### config.mk
export PLATFORM = sky130hd
export DESIGN_NAME = i8253_pit
export DESIGN_NICKNAME = d
export VERILOG_FILES = /design/src/rtl/i8253_pit.sv
export SDC_FILE = /design/constraint.sdc
export NUM_CORES = 1
export LEC_CHECK = 0
export ABC_AREA = 0
export BUFFER_PORTS_ARGS = -buffer_cell sky130_fd_sc_hd__buf_2
export CELL_PAD_IN_SITES_DETAIL_PLACEMENT = 0
export CELL_PAD_IN_SITES_GLOBAL_PLACEMENT = 2
export CORE_MARGIN = 2
export CORE_UTILIZATION = 40
export CTS_CLUSTER_SIZE = 16
export DETAILED_ROUTE_END_ITERATION = 10
export HOLD_SLACK_MARGIN = 0.06
export PLACE_DENSITY_LB_ADDON = 0.1
export SLEW_MARGIN = 30
export SYNTH_ARGS = -nofsm -noshare
export SYNTH_HDL_FRONTEND = slang
export SYNTH_SLANG_ARGS = --single-unit
export TNS_END_PERCENT = 1
### constraint.sdc
create_clock -name clk_i -period 15.4 [get_ports clk_i]
set_input_delay 0.77 -clock clk_i [delete_from_list [all_inputs] [get_ports clk_i]]
set_output_delay 0.77 -clock clk_i [all_outputs]
set_load 0.1 [all_outputs]
### src/rtl/i8253_pit.sv
// rtl/i8253_pit.sv - three-channel binary interval timer (8253/8254 subset)

// One counter channel: control/count/latch state, tick-driven counting, output shaping
module i8253_pit_channel (
    input  logic       clk_i,
    input  logic       rst_i,
    input  logic       tick_i,
    input  logic       gate_i,
    input  logic       ctrl_wr_i,
    input  logic       latch_i,
    input  logic       cnt_wr_i,
    input  logic       rd_i,
    input  logic [7:0] data_i,
    output logic [7:0] rd_data_o,
    output logic       out_o
);

    // Mode encoding: 2'b00 = mode 0, 2'b10 = mode 2, 2'b11 = mode 3
    logic [16:0] count_q, count_d;
    logic [16:0] eff_q, eff_d;
    logic [15:0] n_q, n_d;
    logic [15:0] latch_q, latch_d;
    logic [7:0]  lsb_q, lsb_d;
    logic [1:0]  mode_q, mode_d;
    logic [1:0]  rw_q, rw_d;
    logic        armed_q, armed_d;
    logic        pend_q, pend_d;
    logic        wr_ff_q, wr_ff_d;
    logic        rd_ff_q, rd_ff_d;
    logic        latch_v_q, latch_v_d;
    logic        out_q, out_d;
    logic        gate_q;

    logic        gate_rise;
    logic        fin;
    logic [15:0] n_new;
    logic [15:0] rd_val;

    // Reload value actually counted: 0 stands for 65536, and 1 is too short for modes 2/3
    function automatic logic [16:0] eff_of(input logic [15:0] n, input logic [1:0] m);
        if (n == 16'd0)
            return 17'h10000;
        else if ((m != 2'b00) && (n == 16'd1))
            return 17'd2;
        else
            return {1'b0, n};
    endfunction

    assign gate_rise = gate_i & ~gate_q;

    // Next state: tick against pre-write state first, then reads, then writes override
    always_comb begin
        count_d   = count_q;
        eff_d     = eff_q;
        n_d       = n_q;
        latch_d   = latch_q;
        lsb_d     = lsb_q;
        mode_d    = mode_q;
        rw_d      = rw_q;
        armed_d   = armed_q;
        pend_d    = pend_q;
        wr_ff_d   = wr_ff_q;
        rd_ff_d   = rd_ff_q;
        latch_v_d = latch_v_q;
        out_d     = out_q;
        fin       = 1'b0;
        n_new     = n_q;

        if ((mode_q != 2'b00) && gate_rise && armed_q)
            pend_d = 1'b1;

        if (tick_i) begin
            if (pend_q && gate_i) begin
                count_d = eff_of(n_q, mode_q);
                eff_d   = eff_of(n_q, mode_q);
                armed_d = 1'b1;
                pend_d  = 1'b0;
            end else if (armed_q && gate_i) begin
                if (mode_q == 2'b00) begin
                    count_d = (count_q == 17'd0) ? 17'h0FFFF : count_q - 17'd1;
                    if (count_q == 17'd1)
                        out_d = 1'b1;
                end else if (count_q <= 17'd1) begin
                    count_d = eff_of(n_q, mode_q);
                    eff_d   = eff_of(n_q, mode_q);
                end else begin
                    count_d = count_q - 17'd1;
                end
            end
        end

        if (rd_i) begin
            if (rw_q == 2'b11)
                rd_ff_d = ~rd_ff_q;
            if (latch_v_q && ((rw_q != 2'b11) || rd_ff_q))
                latch_v_d = 1'b0;
        end

        if (latch_i && !latch_v_q) begin
            latch_d   = count_q[15:0];
            latch_v_d = 1'b1;
        end

        if (ctrl_wr_i) begin
            mode_d  = data_i[2] ? {1'b1, data_i[1]} : 2'b00;
            rw_d    = data_i[5:4];
            armed_d = 1'b0;
            pend_d  = 1'b0;
            wr_ff_d = 1'b0;
            rd_ff_d = 1'b0;
            out_d   = data_i[2];
        end

        if (cnt_wr_i) begin
            case (rw_q)
                2'b01: begin
                    n_new = {8'h00, data_i};
                    fin   = 1'b1;
                end
                2'b10: begin
                    n_new = {data_i, 8'h00};
                    fin   = 1'b1;
                end
                2'b11: begin
                    if (!wr_ff_q) begin
                        lsb_d   = data_i;
                        wr_ff_d = 1'b1;
                    end else begin
                        n_new   = {data_i, lsb_q};
                        fin     = 1'b1;
                        wr_ff_d = 1'b0;
                    end
                end
                default: ;
            endcase
            if (fin) begin
                n_d = n_new;
                if (mode_q == 2'b00) begin
                    pend_d = 1'b1;
                    out_d  = 1'b0;
                end else if (!armed_q) begin
                    pend_d = 1'b1;
                end
            end
        end
    end

    // Channel state registers
    always_ff @(posedge clk_i or posedge rst_i) begin
        if (rst_i) begin
            count_q   <= 17'd0;
            eff_q     <= 17'd0;
            n_q       <= 16'd0;
            latch_q   <= 16'd0;
            lsb_q     <= 8'd0;
            mode_q    <= 2'b00;
            rw_q      <= 2'b11;
            armed_q   <= 1'b0;
            pend_q    <= 1'b0;
            wr_ff_q   <= 1'b0;
            rd_ff_q   <= 1'b0;
            latch_v_q <= 1'b0;
            out_q     <= 1'b0;
            gate_q    <= 1'b0;
        end else begin
            count_q   <= count_d;
            eff_q     <= eff_d;
            n_q       <= n_d;
            latch_q   <= latch_d;
            lsb_q     <= lsb_d;
            mode_q    <= mode_d;
            rw_q      <= rw_d;
            armed_q   <= armed_d;
            pend_q    <= pend_d;
            wr_ff_q   <= wr_ff_d;
            rd_ff_q   <= rd_ff_d;
            latch_v_q <= latch_v_d;
            out_q     <= out_d;
            gate_q    <= gate_i;
        end
    end

    // Read byte: latched snapshot if held, else live count; 65536 truncates to 0
    always_comb begin
        rd_val = latch_v_q ? latch_q : count_q[15:0];
        case (rw_q)
            2'b01:   rd_data_o = rd_val[7:0];
            2'b10:   rd_data_o = rd_val[15:8];
            default: rd_data_o = rd_ff_q ? rd_val[15:8] : rd_val[7:0];
        endcase
    end

    // Output: mode 0 is a registered terminal-count flag, modes 2/3 decode the count
    always_comb begin
        if (mode_q == 2'b00)
            out_o = out_q;
        else if (!armed_q || !gate_i)
            out_o = 1'b1;
        else if (mode_q == 2'b10)
            out_o = (count_q != 17'd1);
        else
            out_o = (count_q > (eff_q >> 1));
    end

endmodule

// Top: address decode to three channels and read-data mux
module i8253_pit #(
    parameter int unsigned NUM_CH = 3
) (
    input  logic       clk_i,
    input  logic       rst_i,
    input  logic       wr_i,
    input  logic       rd_i,
    input  logic [1:0] a_i,
    input  logic [7:0] data_i,
    output logic [7:0] data_o,
    input  logic       tick_i,
    input  logic [2:0] gate_i,
    output logic [2:0] out_o
);

    logic [7:0] rd_data [NUM_CH];

    for (genvar g = 0; g < NUM_CH; g++) begin : g_ch
        logic ctrl_hit;
        assign ctrl_hit = wr_i && (a_i == 2'd3) && (data_i[7:6] == 2'(g));

        i8253_pit_channel u_ch (
            .clk_i     (clk_i),
            .rst_i     (rst_i),
            .tick_i    (tick_i),
            .gate_i    (gate_i[g]),
            .ctrl_wr_i (ctrl_hit && (data_i[5:4] != 2'b00)),
            .latch_i   (ctrl_hit && (data_i[5:4] == 2'b00)),
            .cnt_wr_i  (wr_i && (a_i == 2'(g))),
            .rd_i      (rd_i && !wr_i && (a_i == 2'(g))),
            .data_i    (data_i),
            .rd_data_o (rd_data[g]),
            .out_o     (out_o[g])
        );
    end

    // Read mux; the control-word address reads back as zero
    always_comb begin
        data_o = 8'h00;
        case (a_i)
            2'd0:    data_o = rd_data[0];
            2'd1:    data_o = rd_data[1];
            2'd2:    data_o = rd_data[2];
            default: data_o = 8'h00;
        endcase
    end

endmodule

==> run metrics <==
status=finished clean; Max Clock Freq=0.249 GHz; clock slew at reported path FFs=0.06 ns; Setup Skew=0.0182 ns; # clock sinks=252; Starting Density=0.408; DR vias/cell=5.72; setup ws final=11.39 ns; top_reg_cell synth=dfrtp_1; #FFs+latches synth=252; Synth Instances=1,484; Critical Path End Type=output pin; number of setup buffers added after CTS=0; die width=192 um; WS Path Type=register to output pin; # setup viols final=0; critical path's most frequent cell=or4_4; CTS Buffer Depth=3; cell area after synthesis=14,100 um^2; mean routed wirelength per cell=21.8 um; H-tree lvl count=1; GP Congestion=0.845; I/O Buffers=28; data arrival time of the critical path=3.24 ns; Ports=29; adder-cell share of the synthesized area=0.0611; critical path, cell by cell=or4_4, or4_4, nor3_1, a21oi_1, o32ai_1, o21ai_0, buf_2; commonest non-fill, non-tap cells in the layout=dfrtp_1, nor2_1, o21ai_0; slowest stage delay, CP=0.61 ns; DRT Wirelength=42,600 um; largest net degree at the start of global routing=113; Layout area overhead=10.8%; YS warnings=0; nets=1,564; post-CTS sizing=0; DRC marker count from the first detailed-route iteration=799; vias in the first global route=11.1k; Setup TNS Final=0 ns; Compound-Gate Fraction of Synth Area=0.172; commonest non-fill, non-tap cell in the layout=dfrtp_1; max_cap viols=0; DP Worst Slack=12.01 ns; simple-gate share of the synthesized area=0.163; LEAKAGE=6.87 nW; Synth cell types=78; startpoint types=register; worst hold path class=input pin to async pin; CTS Buf Count=31; post-layout min period=4.01 ns; hold buffer count at CTS=0; row count=68; post-route ant nets=0; fraction of layout cells with a size suffix above 1=0.148; CTS tree=built; Max stage delay cell, worst path=or4_4; syn nets=1,571; xor/xnor share of the synthesized area=0.00372; drt drc=0; total track usage=0.238; Syn Area/Cell=9.52 um^2; mux cell area share after synthesis=0.102; Clk Latency, worst-skew pair=0.59 ns; # diodes=0; GRT overflow=0; Die ar.=36,800 um^2; clk root buf=clkbuf_16; largest family of logic cells by synthesized area=compound AO/OA/AOI/OAI gates; PwrDens=197 nW/um^2; Core ar.=34,600 um^2; peak supply drop=134 uV; total number of vias=11.2k; Slew Limit Fails=0; fin crit share=0.260; slew margin rel.=0.325; unrepaired setup endpoints after global routing=no; DR pass1 iterations=5; initial antenna violation count=1; Die Ht=192 um; Fin. Hold Viols=0; worst-path maximum fanout=10; required time worst endpoint=14.63 ns; Post-synth ARST share=1.00; DP Wirelength=30,400 um; worst-margin pin slew=1.00 ns; Post-synth EDFFs=0; first-pass GRT wire length=67,000 um; fraction of the yosys area taken by sequential cells=0.447
critical path: cells and delay by family, from the launching register on:
| kind | cells | cell delay [ns] |
|---|---|---|
| AOI/OAI and AO/OA | 3 | 0.47 |
| buffers and inverters | 1 | 0.32 |
| DFF | 1 | 0.48 |
| and+or+nand+nor | 3 | 1.38 |
cells by family after synthesis:
| logic type | after synthesis |
|---|---|
| adder cells (fa/ha/maj) | 69 |
| flip-flops | 252 |
| multiplexers | 134 |
| buffers and inverters | 181 |
| AO/OA/AOI/OAI | 384 |
| AND/OR/NAND/NOR | 458 |
| XOR/XNOR | 6 |
state kept, by name, summed over array words and instances, names as in the netlist:
register             cells
g_ch.u_ch.rd_ff_q        3
g_ch.u_ch.wr_ff_q        3
g_ch.u_ch.eff_q         48
g_ch.u_ch.n_q           48
g_ch.u_ch.latch_v_q      3
g_ch.u_ch.lsb_q         24
g_ch.u_ch.out_q          3
g_ch.u_ch.armed_q        3
g_ch.u_ch.pend_q         3
g_ch.u_ch.mode_q         6
g_ch.u_ch.gate_q         3
g_ch.u_ch.count_q       51
g_ch.u_ch.latch_q       48
g_ch.u_ch.rw_q           6
cell usage after synthesis, types with 25 or more instances:
library cell  count  area, um^2
ha_1             69         863
o21ai_0         124         621
mux2_2           76         856
nand3_1          49         245
a21oi_1          93         465
mux2i_1          58         581
o22ai_1          25         156
nand2_1         109         409
clkbuf_1         52         195
nor2_1          125         469
nor3_1           31         155
a22oi_1          26         195
inv_1            99         372
dfrtp_1         246        6160
final timing paths:
path | from | endpoint | slack, ns | cells past startpoint
max | g_ch[0].u_ch.count_q[9] | out_o[0] | 11.39 | 7
min | rst_i | g_ch[1].u_ch.n_q[7] | 0.31 | 2
max reg2reg | g_ch[2].u_ch.count_q[4] | g_ch[2].u_ch.count_q[1] | 12.14 | 6
min reg2reg | g_ch[0].u_ch.latch_q[0] | g_ch[0].u_ch.latch_q[0] | 0.48 | 2
max in group asynchronous | rst_i | g_ch[1].u_ch.rd_ff_q | 13.81 | 3
min in group clk_i | gate_i[0] | g_ch[0].u_ch.gate_q | 0.35 | 1
stage by stage:
stage / total power, mW / hold slack [ns] / utilization / cells / area (um^2)
6_report: 3.08 / 0.306 / 0.452 / 1954 / 15700
5_1_grt: 3.32 / 0.332 / 0.452 / 1954 / 15700
4_1_cts: 3.11 / 0.314 / 0.451 / 1953 / 15600
3_5_place_dp: 2.34 / 0.466 / 0.422 / 1898 / 14600
3_3_place_gp: 2.33 / 0.463 / 0.421 / 1897 / 14600
2_1_floorplan: 1.98 / 0.450 / - / 1484 / 14100
metal layers:
metal | vias up | global-route usage | share of wire
li1 | 5373 | - | -
met1 | 5503 | 0.347 | 0.48
met2 | 229 | 0.358 | 0.43
met3 | 71 | 0.0411 | 0.049
met4 | 0 | 0.0766 | 0.034
met5 | - | 0 | 0
layout make-up:
| cell class | count | area (um^2) |
|---|---|---|
| fillers | 3380 | 19000 |
| multi-input cells | 1051 | 7100 |
| flip-flops and latches | 252 | 6310 |
| clock buffers | 37 | 828 |
| well taps | 455 | 569 |
| inverters | 99 | 379 |
| repair buffers | 42 | 256 |
| clock inverters | 18 | 203 |
power by group:
| group | switching (mW) | internal, mW | leakage [nW] |
|---|---|---|---|
| clock network | 0.301 | 0.447 | 0.512 |
| logic | 0.652 | 0.427 | 3.23 |
| registers | 0.336 | 0.920 | 3.12 |
Note: power is estimated with default switching activity, not from simulation.
